`src/rtl/mem_port_arbiter_pkg.sv`:
```
// Shared types and constants for the two-port memory arbiter.
// Holds the sequencer state encoding and the requester IDs.
package mem_port_arbiter_pkg;

  typedef enum logic [1:0] {
    IDLE  = 2'b00,
    ISSUE = 2'b01,
    WAIT  = 2'b10,
    RESP  = 2'b11
  } arb_state_e;

  localparam logic PORT_CPU  = 1'b0;
  localparam logic PORT_PERI = 1'b1;

  // Wide enough for RD_LAT-1 with RD_LAT up to 7.
  localparam int CNT_W = 3;

endpackage

```
`src/rtl/mem_port_arbiter_rr_arb2.sv`:
```
// Combinational two-request round-robin picker.
// On a tie the port that did not win last time is chosen.
module rr_arb2
  import mem_port_arbiter_pkg::*;
(
  input  logic [1:0] req,
  input  logic       last_owner,
  output logic       winner,
  output logic       any
);

  always_comb begin
    any    = |req;
    winner = PORT_CPU;
    if (req == 2'b11) begin
      winner = ~last_owner;
    end else if (req[1]) begin
      winner = PORT_PERI;
    end
  end

endmodule

```
`src/rtl/mem_port_arbiter.sv`:
```
// Shares one single-port memory between the CPU datapath (port 0) and the
// peripheral/loader master (port 1) with round-robin issue/wait/response sequencing.
module mem_port_arbiter
  import mem_port_arbiter_pkg::*;
#(
  parameter int ADDR_W = 32,
  parameter int DATA_W = 32,
  parameter int RD_LAT = 1
) (
  input  logic              CLK,
  input  logic              CLR,
  input  logic              m0_req,
  input  logic              m0_we,
  input  logic [ADDR_W-1:0] m0_addr,
  input  logic [DATA_W-1:0] m0_wdata,
  output logic              m0_gnt,
  output logic              m0_rvalid,
  output logic [DATA_W-1:0] m0_rdata,
  input  logic              m1_req,
  input  logic              m1_we,
  input  logic [ADDR_W-1:0] m1_addr,
  input  logic [DATA_W-1:0] m1_wdata,
  output logic              m1_gnt,
  output logic              m1_rvalid,
  output logic [DATA_W-1:0] m1_rdata,
  output logic              mem_en,
  output logic              mem_we,
  output logic [ADDR_W-1:0] mem_addr,
  output logic [DATA_W-1:0] mem_wdata,
  input  logic [DATA_W-1:0] mem_rdata,
  output logic              busy
);

  localparam logic [CNT_W-1:0] CNT_LOAD = CNT_W'(RD_LAT - 1);

  arb_state_e        state_reg, state_next;
  logic              owner_reg, owner_next;
  logic              last_owner_reg, last_owner_next;
  logic              we_reg, we_next;
  logic [ADDR_W-1:0] addr_reg, addr_next;
  logic [DATA_W-1:0] wdata_reg, wdata_next;
  logic [CNT_W-1:0]  cnt_reg, cnt_next;
  logic [DATA_W-1:0] m0_rdata_reg, m1_rdata_reg;
  logic              capture;
  logic              arb_winner, arb_any;
  logic [1:0]        gnt_vec, rvalid_vec;

  rr_arb2 u_rr_arb2 (
    .req        ({m1_req, m0_req}),
    .last_owner (last_owner_reg),
    .winner     (arb_winner),
    .any        (arb_any)
  );

  always_ff @(posedge CLK) begin
    if (CLR) begin
      state_reg      <= IDLE;
      owner_reg      <= PORT_CPU;
      last_owner_reg <= PORT_PERI;
      we_reg         <= 1'b0;
      addr_reg       <= '0;
      wdata_reg      <= '0;
      cnt_reg        <= '0;
      m0_rdata_reg   <= '0;
      m1_rdata_reg   <= '0;
    end else begin
      state_reg      <= state_next;
      owner_reg      <= owner_next;
      last_owner_reg <= last_owner_next;
      we_reg         <= we_next;
      addr_reg       <= addr_next;
      wdata_reg      <= wdata_next;
      cnt_reg        <= cnt_next;
      if (capture && owner_reg == PORT_CPU) begin
        m0_rdata_reg <= mem_rdata;
      end
      if (capture && owner_reg == PORT_PERI) begin
        m1_rdata_reg <= mem_rdata;
      end
    end
  end

  always_comb begin
    state_next      = state_reg;
    owner_next      = owner_reg;
    last_owner_next = last_owner_reg;
    we_next         = we_reg;
    addr_next       = addr_reg;
    wdata_next      = wdata_reg;
    cnt_next        = cnt_reg;
    capture         = 1'b0;
    case (state_reg)
      IDLE: begin
        if (arb_any) begin
          owner_next      = arb_winner;
          last_owner_next = arb_winner;
          we_next         = (arb_winner == PORT_PERI) ? m1_we    : m0_we;
          addr_next       = (arb_winner == PORT_PERI) ? m1_addr  : m0_addr;
          wdata_next      = (arb_winner == PORT_PERI) ? m1_wdata : m0_wdata;
          state_next      = ISSUE;
        end
      end
      ISSUE: begin
        if (we_reg) begin
          state_next = IDLE;
        end else begin
          cnt_next   = CNT_LOAD;
          state_next = WAIT;
        end
      end
      WAIT: begin
        if (cnt_reg == '0) begin
          capture    = 1'b1;
          state_next = RESP;
        end else begin
          cnt_next = cnt_reg - 1'b1;
        end
      end
      RESP: begin
        state_next = IDLE;
      end
      default: begin
        state_next = IDLE;
      end
    endcase
  end

  // Per-port strobes decode straight from the registered state and owner.
  genvar gi;
  generate
    for (gi = 0; gi < 2; gi++) begin : g_port
      localparam logic PORT_ID = (gi == 1) ? PORT_PERI : PORT_CPU;
      assign gnt_vec[gi]    = (state_reg == ISSUE) && (owner_reg == PORT_ID);
      assign rvalid_vec[gi] = (state_reg == RESP)  && (owner_reg == PORT_ID);
    end
  endgenerate

  assign m0_gnt    = gnt_vec[0];
  assign m1_gnt    = gnt_vec[1];
  assign m0_rvalid = rvalid_vec[0];
  assign m1_rvalid = rvalid_vec[1];
  assign m0_rdata  = m0_rdata_reg;
  assign m1_rdata  = m1_rdata_reg;

  assign mem_en    = (state_reg == ISSUE);
  assign mem_we    = mem_en & we_reg;
  assign mem_addr  = mem_en ? addr_reg  : '0;
  assign mem_wdata = mem_en ? wdata_reg : '0;
  assign busy      = (state_reg != IDLE);

endmodule

```
`config.mk`:
```
export PLATFORM = sky130hd
export DESIGN_NAME = mem_port_arbiter
export DESIGN_NICKNAME = d
export VERILOG_FILES = /design/src/rtl/mem_port_arbiter_pkg.sv /design/src/rtl/mem_port_arbiter_rr_arb2.sv /design/src/rtl/mem_port_arbiter.sv
export SDC_FILE = /design/constraint.sdc
export NUM_CORES = 1
export LEC_CHECK = 0
export CAP_MARGIN = 10
export CORE_ASPECT_RATIO = 1.2
export CORE_MARGIN = 2
export CORE_UTILIZATION = 35
export DETAILED_ROUTE_END_ITERATION = 8
export PLACE_DENSITY = 0.67
export SLEW_MARGIN = 20
export SYNTH_ARGS = -nofsm -noshare
export SYNTH_HDL_FRONTEND = slang
export SYNTH_HIERARCHICAL = 1
export SYNTH_SLANG_ARGS = --single-unit
```
`constraint.sdc`:
```
create_clock -name CLK -period 3.31 [get_ports CLK]
set_clock_uncertainty 0.05 [all_clocks]
set_input_delay 0.662 -clock CLK [delete_from_list [all_inputs] [get_ports CLK]]
set_output_delay 0.662 -clock CLK [all_outputs]
set_load 0.1 [all_outputs]
```
==> run metrics, run 1 <==
status finished clean; DRT Wirelength 18,080 microns; Max Transition Viols Final 0; Core Box Area 16,920 sq um; Post-CTS Setup Inserts 0; Worst Tran Pin Value ~0.9 ns; number of global-route vias before repair ~5,500; power per cell area 540.5 nW/um^2; wire length of the first global-routing pass roughly 29,000 microns; detailed-router iteration count before antenna repair 4; Synth Instances 701; setup TNS 0 ns; CTS tree done; adder-cell area share of the yosys netlist 1.440%; TritonCTS Buffers 17; FILL cells 1,500; register area share after synthesis about 45%; Internal Power 3.699 mW; Worst IR Drop VDD 361.3 uV; # DRC 0; final cycle utilization of the critical path 83.24%; Worst Path Max Fanout 43; initial antenna violation count 0; top cell type's share of synthesized area approximately 45%; Nets 1,148; vias per cell between 4 and 5; placer congestion estimate 0.7323; Crit Path Class register to primary output; Netlist cell types 32; layout cells sized above 1 20.34%; drt initial violations 208; DIE WIDTH 124.3 microns; Detail Placement HPWL roughly 13,000 microns; combinational share of power 32.0%; CTS H-tree depth 4; final instance area approximately 10,000 sq um; crit path launch type register; post-synthesis compound-gate area fraction 15.35%; Post-Synth XOR/XNOR Area 0%; sequential share of power 32.9%; Synth Cell Area 6081 sq um; largest net degree at the start of global routing 78; GRT overflow 0; Leak slightly above 4 nW; Slew HR between 30% and 40%; clock sinks 136; synthesis-to-layout area growth 70.12%; clock slew at reported path FFs 0.06 ns; Synth area leader dfxtp_1; Max Cap Viol 0; Cell Area, Placed 9724 sq um; CTS Hold Buffers Added 0; worst path required time ~2.6 ns; post-synthesis mux area share 10.86%; Synth Warn # 6; row count 52; GRT Util Overall 19.30%; Clk pwr share 35.2%; Seq cells post-synth ~140; Arrival @ worst endpoint a little over 2 ns; Die Ht roughly 150 microns; Sw Share roughly a third; # IOs 301; Psw 1.892 mW; average cell area after synthesis 8.675 sq um; initial cell density of the core between 30% and 40%; DRT antenna net count 0; internal reg-to-reg setup slack 1.43 ns; fmax around 0.36 GHz; RSZ-0062 raised after global routing no; ANT cells 0; die area approximately 18,000 sq um; clock root cell clkbuf_16; Synth area leaders dfxtp_1 45%, mux2i_1 11%, a211oi_1 8.3%, nand2_1 8.2%, and2_1 7.0%; DR WL/cell approximately 15 microns; Synth Area in Simple Gates 21.44%; Setup-failing EPs final 0; total number of vias 5,684; CP Capture Type primary output; worst min-delay path class register to register; Hold Violations, Final 0; post-layout min period roughly 2.8 ns; post-cts resize count 0; main combinational cell family by area after synthesis simple AND/OR/NAND/NOR gates; clk_lat worst skew 0.41 ns; Port Buffer Count 300; Max Buffers Root-to-Sink 2; Net Count, Synth 874
## critical path, cell delays in order (launching register included)
cell	delay (ns)
dfxtp_1	0.34
inv_1	0.10
ha_2	0.53
buf_12	0.27
and2_1	0.20
buf_12	0.19
## cells in the mapped netlist, drive strengths merged
cell type and n:
a211oi 67, a21bo 1, a21boi 2, a21o 1, a21oi 69, and2 68
and2b 1, and3b 1, and4b 1, and4bb 1, buf 39, clkbuf 22
dfxtp 136, ha 7, inv 5, mux2i 66, nand2 133, nand2b 2
nand4 1, nand4b 2, nand4bb 1, nor2 65, nor2b 3, nor3 1
nor4bb 1, o21ai 3, or2 1, or3b 1
## kinds of logic after synthesis
logic type      count (synthesis)
simple gates                  283
compound gates                143
flops                         136
buf+inv                        66
mux                            66
fa+ha+maj                       7
## cell usage in the layout, fill, tap and decap left out, types with 2 or more instances in the layout
| cell type | instances |
|---|---|
| inv_1 | 5 |
| nor2b_1 | 3 |
| and2_1 | 67 |
| clkinvlp_4 | 2 |
| ha_1 | 6 |
| clkbuf_8 | 2 |
| clkdlybuf4s50_1 | 164 |
| bufinv_16 | 3 |
| o21ai_0 | 3 |
| mux2i_1 | 66 |
| dfxtp_1 | 136 |
| clkbuf_16 | 17 |
| nand4b_1 | 2 |
| nor2_1 | 65 |
| inv_6 | 3 |
| buf_12 | 73 |
| a21oi_1 | 59 |
| nand2_1 | 133 |
| buf_4 | 79 |
| nand2b_1 | 2 |
| a211oi_1 | 67 |
| clkinv_4 | 3 |
| clkinv_2 | 2 |
| a21oi_2 | 10 |
## routing by layer
| metal | wire length [microns] | track usage (%) | vias to the layer above |
|---|---|---|---|
| met3 | 1443 | 7.050 | 22 |
| met2 | 9031 | 33.11 | 194 |
| met1 | 7266 | 22.16 | 2541 |
| li1 | - | - | 2927 |
| met4 | 340 | 6.910 | 0 |
| met5 | 0 | 0 | - |
## area by class of cell
cell class	count	area, sq um	area share [%]
repair buffers	316	3696	35.73
multi-input cells	499	3017	29.16
flip-flops and latches	136	2723	26.32
clock buffers	19	452.9	4.378
well taps	216	270.3	2.612
clock inverters	13	167.7	1.621
inverters	5	18.77	0.1814
## power groups by stage
stage	sequential, mW	combinational [mW]	clock, mW
global placement	1.87	1.80	0
CTS	1.84	1.80	2.03
finish	1.84	1.79	1.97
global route	1.86	1.88	2.10
floorplan	1.96	1.03	0
detailed placement	1.88	1.80	0
## worst paths after layout
kind                                           startpoint                        end  cells after the start
worst max-delay path                             register               mem_addr[23]                      5
worst min-delay path            m0_rdata[15]$_SDFFE_PP0P_  m0_rdata[15]$_SDFFE_PP0P_                      2
worst max register to register  state_reg[0]$_SDFFE_PP0P_   m0_rdata[3]$_SDFFE_PP0P_                      6
worst min register to register  m0_rdata[15]$_SDFFE_PP0P_  m0_rdata[15]$_SDFFE_PP0P_                      2
## through the flow
stage | power, mW | setup WS (ns) | util (%) | hold slack [ns] | std cells
2_1_floorplan | 2.989 | 0.03189 | - | 0.3868 | 701
3_3_place_gp | 3.665 | 0.7527 | 57.49 | 0.3927 | 1172
3_5_place_dp | 3.676 | 0.7216 | 57.49 | 0.3967 | 1172
4_1_cts | 5.673 | 0.4858 | 61.15 | 0.4047 | 1204
5_1_grt | 5.845 | 0.3939 | 61.15 | 0.4217 | 1204
6_report | 5.592 | 0.5547 | 61.15 | 0.4018 | 1204
Power figures use the tool's default switching activity.
==> run 2: changes to the inputs <==
--- a/config.mk
+++ b/config.mk
@@ -10,7 +10,7 @@
 export CORE_MARGIN = 2
 export CORE_UTILIZATION = 35
 export DETAILED_ROUTE_END_ITERATION = 8
-export PLACE_DENSITY = 0.67
+export PLACE_DENSITY = 0.7
 export SLEW_MARGIN = 20
 export SYNTH_ARGS = -nofsm -noshare
 export SYNTH_HDL_FRONTEND = slang
==> constraint.sdc (replaced) <==
create_clock -name CLK -period 2.3 [get_ports CLK]
set_clock_uncertainty 0.05 [all_clocks]
set_input_delay 0.46 -clock CLK [delete_from_list [all_inputs] [get_ports CLK]]
set_output_delay 0.46 -clock CLK [all_outputs]
set_load 0.1 [all_outputs]
==> run 2 against run 1 <==
Effect of this change: sequential share of layout area fell by 0.49 points; first-iteration DRC count rose by 36%; sequential cell count did not move; global-route usage rose by 0.46 points.
==> run metrics, run 2 (synthesized netlist as in run 1, its figures left out) <==
layout cells sized above 1 roughly 27%; status finished clean; CTS Hold Buffers Added 0; final cycle utilization of the critical path 95.12%; R2R depth 6; Worst IR Drop VDD around 500 uV; Slew HR 60.26%; crit path launch type register; total power ~8 mW; commonest cells after routing, fill and taps aside 164 x clkdlybuf4s50_1, 136 x dfxtp_1, 133 x nand2_1; worst min-delay path class register to register; number of instances in the placed design 1,171; detailed-router iteration count before antenna repair 4; internal reg-to-reg setup slack 0.46 ns; Psw 2.738 mW; Hold Slack a little over 0.4 ns; Nets 1,149; drt initial violations roughly 280; Worst Path Max Fanout 26; synthesis-to-layout area growth 73.35%; clock sinks 136; combinational share of power roughly a third; Max Cap Viol 0; Clk pwr share 34.6%; CTS tree done; vias per cell about 4.8; worst path required time 1.79 ns; Core Box Area approximately 17,000 sq um; die area 18,450 sq um; DRT Wirelength approximately 18,000 microns; Internal Power roughly 5.4 mW; TritonCTS Buffers 17; Leak around 4.2 nW; FILL cells 1,480; initial cell density of the core 35.95%; Arrival @ worst endpoint 1.68 ns; Max Buffers Root-to-Sink 2; Max Transition Viols Final 0; Detail Placement HPWL about 13,000 microns; clk_lat worst skew 0.41 ns; Die Ht around 150 microns; post-layout min period 2.188 ns; clock root cell clkbuf_16; setup TNS 0 ns; Sw Share ~34%; Setup-failing EPs final 0; GRT Util Overall between 10% and 20%; DR WL/cell 15.02 microns; sequential share of power 32.7%; Hold Violations, Final 0; CP Capture Type primary output; DIE WIDTH roughly 120 microns; Setup crit end mem_addr[20]; Port Buffer Count 300; Reg area 2723 sq um; power per cell area 769.6 nW/um^2; final std cells w/o fill roughly 1,200; initial antenna violation count 0; number of global-route vias before repair 5,580; placer congestion estimate 0.7550; Crit Path Class register to primary output; clock slew at reported path FFs 0.06 ns; fmax 0.4571 GHz; largest net degree at the start of global routing 56; wire length of the first global-routing pass a little under 30,000 microns; RSZ-0062 raised after global routing no; r2r endpoint m1_rdata[15]$_SDFFE_PP0P_; Worst Tran Pin Value 0.5961 ns; # DRC 0; DRT antenna net count 0; Critical R2R Launch state_reg[0]$_SDFFE_PP0P_; total number of vias between 5,000 and 6,000; CTS H-tree depth 4; GRT overflow 0; # IOs 301; most common cell after layout, fill and taps aside clkdlybuf4s50_1; row count 52; area of the multi-input gates between 3000 and 4000 sq um; ANT cells 0
run 2: cell count changes in the layout (fill, tap and decap cells not counted), sizes merged:
cell,change
buf,+1
inv,+1
clkinv,-1
run 2: worst min-delay path by stage:
stage / from / end / cells past startpoint
final: m0_rdata[21]$_SDFFE_PP0P_ / m0_rdata[21]$_SDFFE_PP0P_ / 2
after global routing: m0_rdata[21]$_SDFFE_PP0P_ / m0_rdata[21]$_SDFFE_PP0P_ / 2
after CTS: m1_rdata[2]$_SDFFE_PP0P_ / m1_rdata[2]$_SDFFE_PP0P_ / 2
after detailed placement: m0_rdata[21]$_SDFFE_PP0P_ / m0_rdata[21]$_SDFFE_PP0P_ / 2
after global placement: m1_rdata[20]$_SDFFE_PP0P_ / m1_rdata[20]$_SDFFE_PP0P_ / 2
after floorplan: last_owner_reg$_SDFFE_PP1P_ / last_owner_reg$_SDFFE_PP1P_ / 2
run 2: per-layer routing:
| metal | track usage [%] | up-vias | wire, microns |
|---|---|---|---|
| met5 | 0 | - | 0 |
| met4 | 8.090 | 0 | 507 |
| met3 | 7.266 | 35 | 1425 |
| met2 | 33.36 | 212 | 9102 |
| met1 | 22.69 | 2564 | 7060 |
| li1 | - | 2923 | - |
run 2: power by group through the flow:
stage	sequential, mW	clock [mW]	combinational, mW
floorplan	2.82	0	1.51
global placement	2.70	0	2.64
detailed placement	2.70	0	2.66
CTS	2.65	2.88	2.67
global route	2.67	3.01	2.81
finish	2.65	2.81	2.66
run 2: critical path, cell delays in order, from the launching register on:
cell and delay (ns):
dfxtp_1 0.38, inv_1 0.12, ha_4 0.21, buf_12 0.16, and2_2 0.21, buf_12 0.17
run 2: stage by stage:
step	area, sq um	util [%]	setup slack, ns
6_report	10540	62.32	0.1123
3_3_place_gp	9899	58.52	0.2347
5_1_grt	10540	62.32	0.01277
4_1_cts	10520	62.20	0.01806
3_5_place_dp	9899	58.52	0.1293
2_1_floorplan	6178	-	0.002006
run 2: area by class of cell:
class	instances	area share [%]
Timing Repair Buffer	317	36.12
Multi-Input combinational cell	499	29.52
Sequential cell	136	25.83
Clock buffer	19	4.202
Tap cell	216	2.564
Clock inverter	13	1.591
Inverter	5	0.1780
run 2: timing repair:
action | 4_1_cts | 5_1_grt
cloned | 0 | 0
endpoints found under the hold margin | 0 | 0
endpoints found under the setup margin | 46 | 56
setup buffers | 1 | 1
resized for setup | 1 | 0
==> run 3: changes to the inputs <==
--- a/config.mk
+++ b/config.mk
@@ -10,6 +10,7 @@
 export CORE_MARGIN = 2
 export CORE_UTILIZATION = 35
 export DETAILED_ROUTE_END_ITERATION = 8
+export MAX_ROUTING_LAYER = met4
 export PLACE_DENSITY = 0.7
 export SLEW_MARGIN = 20
 export SYNTH_ARGS = -nofsm -noshare
==> run 3 against run 2 <==
Effect of this change: wire length down 0.23%; total power about the same; sequential cell count unchanged; fmax increased by 0.32%; clock power about the same; cell count stayed put; register-to-register slack hardly changed; die area stayed put; first-iteration DRC count rose by 5.3%; critical path depth unchanged; core utilization stayed put; critical endpoint is now mem_addr[14]; largest cell class unchanged; largest power group unchanged.
==> run metrics, run 3 (synthesized netlist as in run 1, its figures left out) <==
CTS tree done; detailed-router iteration count before antenna repair 4; Setup-failing EPs final 0; DR WL/cell 14.98 microns; RSZ-0062 raised after global routing no; Worst Path Max Fanout 22; Die Ht 148.4 microns; layout cells sized above 1 a little over a quarter; Internal Power 5.376 mW; die area 18,450 sq um; Max Cap Viol 0; final instance area ~11,000 sq um; Clk pwr share 34.6%; Worst Tran Pin Value 0.6030 ns; wire length of the first global-routing pass 29,160 microns; initial antenna violation count 0; sequential share of power 32.7%; largest net degree at the start of global routing 56; initial cell density of the core 35.95%; TritonCTS Buffers 17; GRT Util Overall 20.32%; Detail Placement HPWL 13,210 microns; GRT overflow 0; drt initial violations 297; Max Buffers Root-to-Sink 2; Nets 1,149; CTS H-tree depth 4; Max Transition Viols Final 0; Leak 4.154 nW; DRT Wirelength roughly 18,000 microns; Slew HR 59.80%; clk_lat worst skew 0.41 ns; ANT cells 0; CP Capture Type primary output; most common cell after layout, fill and taps aside clkdlybuf4s50_1; Arrival @ worst endpoint roughly 1.7 ns; # IOs about 300; power per cell area 769.0 nW/um^2; Sw Share 33.68%; Port Buffer Count 300; worst path required time ~1.8 ns; fmax about 0.46 GHz; status finished clean; row count 52; DIE WIDTH 124.3 microns; Crit Path Class register to primary output; worst min-delay path class register to register; Hold Violations, Final 0; commonest cells after routing, fill and taps aside 164 x clkdlybuf4s50_1, 136 x dfxtp_1, 133 x nand2_1; crit path launch type register; # DRC 0; clock slew at reported path FFs approximately 0.06 ns; placer congestion estimate 0.7648; final std cells w/o fill 1,205; Core Box Area 16,920 sq um; Worst IR Drop VDD 480.9 uV; DRT antenna net count 0; combinational share of power around 33%; vias per cell ~4.8; setup TNS 0 ns; post-layout min period ~2.2 ns; final cycle utilization of the critical path 94.81%; clock root cell clkbuf_16; clock sinks between 100 and 150; number of instances in the placed design 1,171; total number of vias 5,740; Cell Area, Placed around 9900 sq um; number of global-route vias before repair 5,605; Psw 2.730 mW; synthesis-to-layout area growth 73.35%
run 3: cell counts in the layout (fill, tap and decap cells not counted):
Identical to the previous run, type by type.
run 3: layer usage:
metal	global-route usage [%]	routed length, microns
met5	-	0
met3	7.050	1275
met1	22.83	7107
met4	7.921	476
met2	33.36	9195
run 3: final cells by class:
cell class                      count  area [sq um]
Inverter                            5         18.77
Fill cell                        1480          6375
Multi-Input combinational cell    499          3112
Sequential cell                   136          2723
Clock inverter                     13         167.7
Timing Repair Buffer              317          3807
Tap cell                          216         270.3
Clock buffer                       19         442.9
run 3: critical path: stages (launching register included):
cell and delay [ns]:
dfxtp_1 0.39, inv_1 0.12, ha_4 0.21, buf_12 0.16, and2_2 0.21, buf_12 0.16
run 3: repair_timing:
item,4_1_cts,5_1_grt
gates resized for setup,1,0
setup buffers,1,1
hold buffers,0,0
setup endpoints to repair,46,56
cloned,0,0
run 3: path summary, 6_finish.rpt:
| path | from | end | slack (ns) | cells past startpoint |
|---|---|---|---|---|
| worst max-delay path | register | mem_addr[14] | 0.12 | 5 |
| worst max register to register | state_reg[0]$_SDFFE_PP0P_ | m1_rdata[4]$_SDFFE_PP0P_ | 0.45 | 6 |
| worst min register to register | m0_rdata[21]$_SDFFE_PP0P_ | m0_rdata[21]$_SDFFE_PP0P_ | 0.40 | 2 |
| worst min-delay path | m0_rdata[21]$_SDFFE_PP0P_ | m0_rdata[21]$_SDFFE_PP0P_ | 0.40 | 2 |
run 3: power groups by stage:
stage                     clock network (mW)  logic, mW  registers [mW]
after CTS                               2.88       2.67            2.65
after global routing                    3.01       2.81            2.67
final                                   2.80       2.66            2.65
after global placement                     0       2.64            2.70
after detailed placement                   0       2.66            2.70
after floorplan                            0       1.51            2.82
run 3: metrics by stage:
stage | total power [mW] | setup WS [ns] | hold slack [ns] | util (%)
floorplan | 4.333 | 0.002006 | 0.3868 | -
global placement | 5.337 | 0.2347 | 0.3923 | 58.52
detailed placement | 5.360 | 0.1293 | 0.3994 | 58.52
CTS | 8.206 | 0.01806 | 0.4077 | 62.20
global route | 8.491 | 0.01402 | 0.4225 | 62.32
finish | 8.106 | 0.1193 | 0.4048 | 62.32
